==> config.mk <==
export PLATFORM = sky130hd
export DESIGN_NAME = fp_result_buffer
export DESIGN_NICKNAME = d
export VERILOG_FILES = /design/src/rtl/fp_result_buffer.sv
export SDC_FILE = /design/constraint.sdc
export NUM_CORES = 1
export LEC_CHECK = 0
export CORE_UTILIZATION = 35
export DETAILED_ROUTE_END_ITERATION = 8
export MAX_ROUTING_LAYER = met4
export PLACE_DENSITY = 0.55
export SETUP_SLACK_MARGIN = 0.15
export SLEW_MARGIN = 20
export SYNTH_ARGS = -nofsm -noshare
export SYNTH_HDL_FRONTEND = slang
export SYNTH_SLANG_ARGS = --single-unit
==> constraint.sdc <==
create_clock -name clk -period 2.05 [get_ports clk]
set_input_delay 0.41 -clock clk [delete_from_list [all_inputs] [get_ports clk]]
set_output_delay 0.41 -clock clk [all_outputs]
set_load 0.03 [all_outputs]
==> src/rtl/fp_result_buffer.sv <==
// FIFO of ALU results with sticky exception flags and a saturating exception counter.
// Latency 1 (no bypass); in_ready drops when full, a full buffer refuses pushes even while popping.
module fp_result_buffer #(
    parameter int DEPTH = 4,
    parameter int CNT_W = 8,
    localparam int AW = $clog2(DEPTH),
    localparam int LW = AW + 1
) (
    input  logic             clk,
    input  logic             rst_n,
    input  logic             in_valid,
    output logic             in_ready,
    input  logic [31:0]      in_result,
    input  logic [3:0]       in_op,
    input  logic             in_exception,
    input  logic             in_overflow,
    input  logic             in_underflow,
    output logic             out_valid,
    input  logic             out_ready,
    output logic [31:0]      out_result,
    output logic [3:0]       out_op,
    output logic [2:0]       out_flags,
    output logic [2:0]       sticky_flags,
    input  logic             sticky_clear,
    output logic [CNT_W-1:0] exc_count,
    output logic [LW-1:0]    level
);

    typedef struct packed {
        logic [31:0] result;
        logic [3:0]  op;
        logic [2:0]  flags;
    } entry_t;

    entry_t           mem [DEPTH];
    entry_t           head;
    entry_t           in_entry;
    logic [AW-1:0]    wr_ptr;
    logic [AW-1:0]    rd_ptr;
    logic             push;
    logic             pop;
    logic [2:0]       in_flags;
    logic [CNT_W-1:0] cnt_base;

    function automatic logic [AW-1:0] ptr_next(input logic [AW-1:0] p);
        return (p == AW'(DEPTH - 1)) ? '0 : p + AW'(1);
    endfunction

    assign in_ready  = (level < LW'(DEPTH));
    assign out_valid = (level != '0);
    assign push      = in_valid && in_ready;
    assign pop       = out_valid && out_ready;
    assign in_flags  = {in_exception, in_overflow, in_underflow};
    assign in_entry  = '{result: in_result, op: in_op, flags: in_flags};
    assign head      = mem[rd_ptr];

    // Stale storage is never exposed: data outputs are forced to zero while empty.
    assign out_result = out_valid ? head.result : '0;
    assign out_op     = out_valid ? head.op     : '0;
    assign out_flags  = out_valid ? head.flags  : '0;

    assign cnt_base = sticky_clear ? '0 : exc_count;

    always_ff @(posedge clk) begin
        if (push) begin
            mem[wr_ptr] <= in_entry;
        end
    end

    always_ff @(posedge clk) begin
        if (!rst_n) begin
            wr_ptr <= '0;
            rd_ptr <= '0;
            level  <= '0;
        end else begin
            if (push) begin
                wr_ptr <= ptr_next(wr_ptr);
            end
            if (pop) begin
                rd_ptr <= ptr_next(rd_ptr);
            end
            case ({push, pop})
                2'b10:   level <= level + LW'(1);
                2'b01:   level <= level - LW'(1);
                default: level <= level;
            endcase
        end
    end

    // Events arriving in the clear cycle survive the clear.
    always_ff @(posedge clk) begin
        if (!rst_n) begin
            sticky_flags <= '0;
            exc_count    <= '0;
        end else begin
            if (push) begin
                sticky_flags <= (sticky_clear ? 3'b000 : sticky_flags) | in_flags;
            end else if (sticky_clear) begin
                sticky_flags <= '0;
            end
            if (push && in_exception) begin
                exc_count <= (cnt_base == '1) ? cnt_base : cnt_base + CNT_W'(1);
            end else if (sticky_clear) begin
                exc_count <= '0;
            end
        end
    end

endmodule

After elaboration in Yosys (flattened, before gate mapping)

Memories as Yosys holds them, arrays and structs flattened. A register that Yosys moved wholly into a read port is not among the register bits.
Cells that the tools add are included.

Register bits after elaboration: 18
Bits in writable memories: 156
Input port bits: 44
Output and inout port bits: 55
Word-level logic and storage cells: 38
Memories kept: 1

$add $sub $neg: 5
$lt $le $gt $ge: 1
Eq/ne operators: 5
Muxes and demuxes: 15
Bitwise logic cells: 1
Reductions and logical operators: 5

Memories:

| memory | depth | width | read ports | clocked after memory_dff | wr ports | RTL line | source |
|---|---|---|---|---|---|---|---|
| mem    | 4     | 39    | 1          | 1                        | 1        | 35       | `entry_t mem [DEPTH];` |

Operator list:

| cell                  | count |
|---|---|
| $mux W32              | 1 |
| $mux W8               | 3 |
| $mux W3               | 3 |
| $add A8 B1 Y8 const B | 1 |
| $eq A8 B8 Y1 const B  | 1 |
| $mux W2               | 4 |
| $eq A2 B2 Y1 const B  | 3 |
| $pmux W3 S2           | 1 |
| $add A2 B1 Y2 const B | 2 |
| $mux W4               | 1 |
| $add A3 B1 Y3 const B | 1 |
| $logic_and A1 B1 Y1   | 3 |
| $lt A3 B3 Y1 const B  | 1 |
| $or A3 B3 Y3          | 1 |
| $reduce_bool A3 Y1    | 1 |
| $sub A3 B1 Y3 const B | 1 |
| $eq A2 B1 Y1 const B  | 1 |
| $mux W1               | 2 |
| $reduce_bool A2 Y1    | 1 |

Logic depth before layout (Yosys ltp)

Depth after elaboration: 4
Mapped depth: 10
Mapped depth without buffers: 9

Least setup slack after synthesis

No wires, ideal clock.

Kind: register -> register
Start point: register level[2]
End point: register level[2]
Setup time: 0.070 ns
Arrival time: 2.190 ns
Data required time: 1.980 ns
Setup slack: -0.210 ns
Stages on the path, launching flop included: 11
Buffers on the path: 1
Clock period less this slack: 2.260 ns
Path through: dfxtp_1 > or3_1 > clkbuf_1 > nand2_1 > inv_1 > ha_1 > inv_1 > fa_1 > xor2_1 > or3_1 > a21oi_1

Longest elaborated chain between the ends: 4
Elaborated cells between the ends (all ways): 10
Those cells by class: add/sub (2); order compare (1); eq/ne (2); mux (1); reduce/logical (4)

RTL lines:

| element                                                  | RTL line | source |
|---|---|---|
| start: declaration                                       | 26       | `output logic [LW-1:0] level` |
| start signal: assignment                                 | 83       | `2'b10: level <= level + LW'(1);` |
| start signal: assignment                                 | 84       | `2'b01: level <= level - LW'(1);` |
| start signal: assignment                                 | 85       | `default: level <= level;` |
| $reduce_bool A3 Y1 (*)                                   | 50       | `assign out_valid = (level != '0);` |
| $logic_and A1 B1 Y1 (*)                                  | 52       | `assign pop = out_valid && out_ready;` |
| via pop                                                  | 41       | `logic pop;` |
| $eq A2 B1 Y1 / $eq A2 B2 Y1 (equally long branches)      | 82       | `case ({push, pop})` |
| $pmux W3 S2 / $reduce_bool A2 Y1 (equally long branches) | -        |  |

The timed path passes the listed nets; every way through them passes the cells marked *.
A chain may end at the register's enable or synchronous reset.

==> run_results.csv <==
group,metric,value,unit
status,outcome,"finished with violations",
status,violations,"setup timing",
worst_hold_path,hold_path.class,"flop to flop",
clocking,cts.sinks,176,
drt,first_pass_iters,4,
grt,use_met2,0.255,
clocking,numCtsBuffers,17,
finish,regArea,0.00510,sq mm
synthesis,ys_types,40,
worst_setup_path,cp_data_required_time,1640,ps
finish,area_growth,41.0,%
floorplanning,ioPinCount,99,
worst_setup_path,path_max_fanout,5,
floorplanning,die_w,143,um
clocking,h-tree-depth,4,
sta,hold_viol,0,
power_and_ir_drop,ir_worst_vdd,643,uV
placement,io_buffers,98,
clocking,clk_pin_slew,70,ps
clocking,clockBufferDepth,2,
power_and_ir_drop,clkPwrFrac,0.225,
sta,fmax,0.424,GHz
worst_setup_path,start_kind,"flop",
power_and_ir_drop,leakage,3.45,nW
sta,min_period,2360,ps
worst_setup_path,crit_top_cell,"buf_12",
drt,drt_iter0_drc,163,
sta,fin_skew,8.12,ps
synthesis,postSynthNetCount,417,
sta,fin_setup_tns,-8920,ps
sta,rsz0062_at_grt,"yes",
synthesis,muxShareOfSynthArea,0.132,
synthesis,syn-cell-area,0.00691,sq mm
power_and_ir_drop,seqPwrFrac,0.321,
grt,antenna_found_initial,1,
grt,grt_max_degree,21,
worst_setup_path,path_cells,"buf_6 -> buf_16 -> buf_12 -> mux4_2 -> and2_4 -> buf_12",
clocking,cts_tree,"yes",
power_and_ir_drop,pwr-share-comb,0.454,
power_and_ir_drop,p_switching,4.21,mW
synthesis,synth_xor_area_frac,0.00253,
power_and_ir_drop,intPower,9.49,mW
job,max_cap_violations,0,
synthesis,synth_top_family_by_area,"multiplexers",
synthesis,synth-adder-area-share,0.0156,
finish,nets,579,
floorplanning,core,0.0194,sq mm
drt,viasPerCell,4.74,
placement,place_area,0.00858,sq mm
finish,finish.instance_area,0.00975,sq mm
worst_setup_path,cp-end-kind,"output port",
synthesis,ys_ff_latch,176,
sta,min_period_over_period,1.15,
sta,worst_slack,-308,ps
power_and_ir_drop,power.share.switching,0.307,
clocking,ctsHoldBuffers,0,
grt,grtUsageMet3,0.0400,
synthesis,synth_simple_gate_area_frac,0.0796,
worst_setup_path,cp_slowest_cell,"mux4_2",
power_and_ir_drop,powerDensity,1410,mW/mm^2
grt,grt.met1_usage,0.190,
sta,worstMarginPinSlew,343,ps
worst_setup_path,path_class,"flop to output port",
drt,drc,0,
drt,drtAntennaViolNets,0,
drt,via_count,3817,
sta,final-setup-viol-count,40,
grt,grtUsageTotal,0.157,
synthesis,synth-compound-area-share,0.0172,
floorplanning,initial_core_util,0.356,
floorplanning,fp-row-count,51,
sta,slew_headroom,0.772,
placement,dp_hpwl,8.90,mm
finish,nFillCells,1651,
grt,first_global_vias,4022,
clocking,cts-root-buf,"clkbuf_16",
worst_setup_path,max_stage_delay,500,ps
grt,grt_pass1_wl,22.5,mm
synthesis,yosys_warnings,0,
grt,grt.busiest_layer,"met2",
floorplanning,dieArea,0.0203,sq mm
clocking,clock_latency,420,ps
worst_setup_path,worstPathArrival,1950,ps
synthesis,ys_seq_area_frac,0.736,
grt,grt_overflow,0,
sta,slew_viol_final,0,
finish,multi_input_area,0.00183,sq mm
drt,drt-wirelength-per-cell,17.7,um
floorplanning,die_h,143,um
synthesis,synthCells,365,
synthesis,syn_area_per_cell,18.9,sq um
drt,wl,14.3,mm
placement,place.gp.congestion,0.827,
finish,final_layout_size_suffix_gt1_frac,0.428,
## path summary, 6_finish.rpt
kind | cells past startpoint | slack, ps | start | endpoint
worst max-delay path | 6 | -310 | flop | out_flags[1]
worst min-delay path | 2 | 480 | sticky_flags[2]$_SDFF_PN0_ | sticky_flags[2]$_SDFF_PN0_
worst min register to register | 2 | 480 | sticky_flags[2]$_SDFF_PN0_ | sticky_flags[2]$_SDFF_PN0_
worst max register to register | 9 | 50 | level[1]$_SDFFE_PN0P_ | level[2]$_SDFFE_PN0P_
## cells in the mapped netlist, drive strengths merged
master / number / area, sq um
edfxtp: 156 / 4680
and2: 43 / 269
mux4: 39 / 878
dfxtp: 20 / 400
a21oi: 12 / 63.8
inv: 11 / 41.3
nor2: 10 / 37.5
clkbuf: 9 / 43.8
nand2: 9 / 33.8
ha: 7 / 87.6
buf: 6 / 38.8
nand3: 6 / 35.0
or3: 6 / 42.5
nor3: 5 / 36.3
and2b: 3 / 22.5
o21ai: 3 / 15.0
a22oi: 2 / 15.0
mux2i: 2 / 20.0
nand2b: 2 / 20.0
nand4: 2 / 12.5
xor2: 2 / 17.5
a211o: 1 / 8.76
a21o: 1 / 8.76
and4: 1 / 10.0
fa: 1 / 20.0
mux2: 1 / 11.3
nand3b: 1 / 7.51
nand4b: 1 / 8.76
nor2b: 1 / 6.26
o211ai: 1 / 7.51
or3b: 1 / 8.76
## power by group through the flow
stage	Sequential, mW	Clock [mW]	Combinational, mW
4_1_cts	4.41	3.17	6.21
5_1_grt	4.43	3.28	6.59
3_5_place_dp	4.47	0	4.59
6_report	4.40	3.08	6.22
2_1_floorplan	4.52	0	2.54
3_3_place_gp	4.45	0	4.57
## worst max-delay path: cells and delay by family, from the launching register on
family	cells	cell delay (ps)
flops	1	390
buf+inv	4	460
mux	1	500
simple gates	1	160
## stage by stage
| stage | setup slack, ps | power (mW) | instances | hold WS, ps | utilization |
|---|---|---|---|---|---|
| 6_report | -308 | 13.7 | 806 | 477 | 0.502 |
| 5_1_grt | -372 | 14.3 | 806 | 507 | 0.502 |
| 4_1_cts | -336 | 13.8 | 801 | 478 | 0.500 |
| 3_5_place_dp | -275 | 9.07 | 751 | 463 | 0.442 |
| 3_3_place_gp | -242 | 9.03 | 751 | 460 | 0.442 |
| 2_1_floorplan | 29.7 | 7.06 | 365 | 449 | - |
## registers in the layout, indices dropped and copies added, names as in the netlist, named ones only
signal,count
mem,156
exc_count,8
level,3
sticky_flags,3
rd_ptr,2
wr_ptr,2
## layout make-up
class / count / area share
repair buffers: 158 / 0.192
well taps: 265 / 0.0340
flip-flops and latches: 176 / 0.523
clock inverters: 15 / 0.0148
diodes: 1 / 0.000257
inverters: 11 / 0.00449
clock buffers: 17 / 0.0437
multi-input cells: 163 / 0.188
## cell families (layout without fill, tap and decap cells)
logic type	count (synthesis)	in the layout
AOI/OAI and AO/OA	20	20
xor gates and xnor gates	2	2
adders and majority gates	8	8
buffers and inverters	26	201
DFF	176	176
muxes	42	42
other	0	1
and+or+nand+nor	91	91
## timing repair
action / 4_1_cts / 5_1_grt
buffers inserted: 12 / 4
setup endpoints to repair: 55 / 43
hold endpoints to repair: 0 / 0
gates cloned: 6 / 0
gates resized for setup: 224 / 12
pin swaps: 33 / 6
## metal layers
metal / up-vias / routed length, um
li1: 1755 / -
met5: - / 0
met2: 88 / 7240
met4: 0 / 178
met1: 1957 / 6230
met3: 17 / 622
## cells in the final DEF (no fill, tap or decap), drive strengths merged, types with 2 or more instances in the layout
master         instances
nand2                  9
dlygate4sd2           12
xor2                   2
nor2                  10
nand2b                 2
edfxtp               156
or3                    6
bufinv                 2
o21ai                  3
and2                  43
and2b                  3
buf                   99
clkbuf                17
a22oi                  2
clkinv                 7
nor3                   5
nand4                  2
mux2i                  2
clkinvlp               5
ha                     7
nand3                  6
inv                   12
dfxtp                 20
a21oi                 12
mux4                  39
clkdlybuf4s50         46
(Power assumes the default switching activity.)
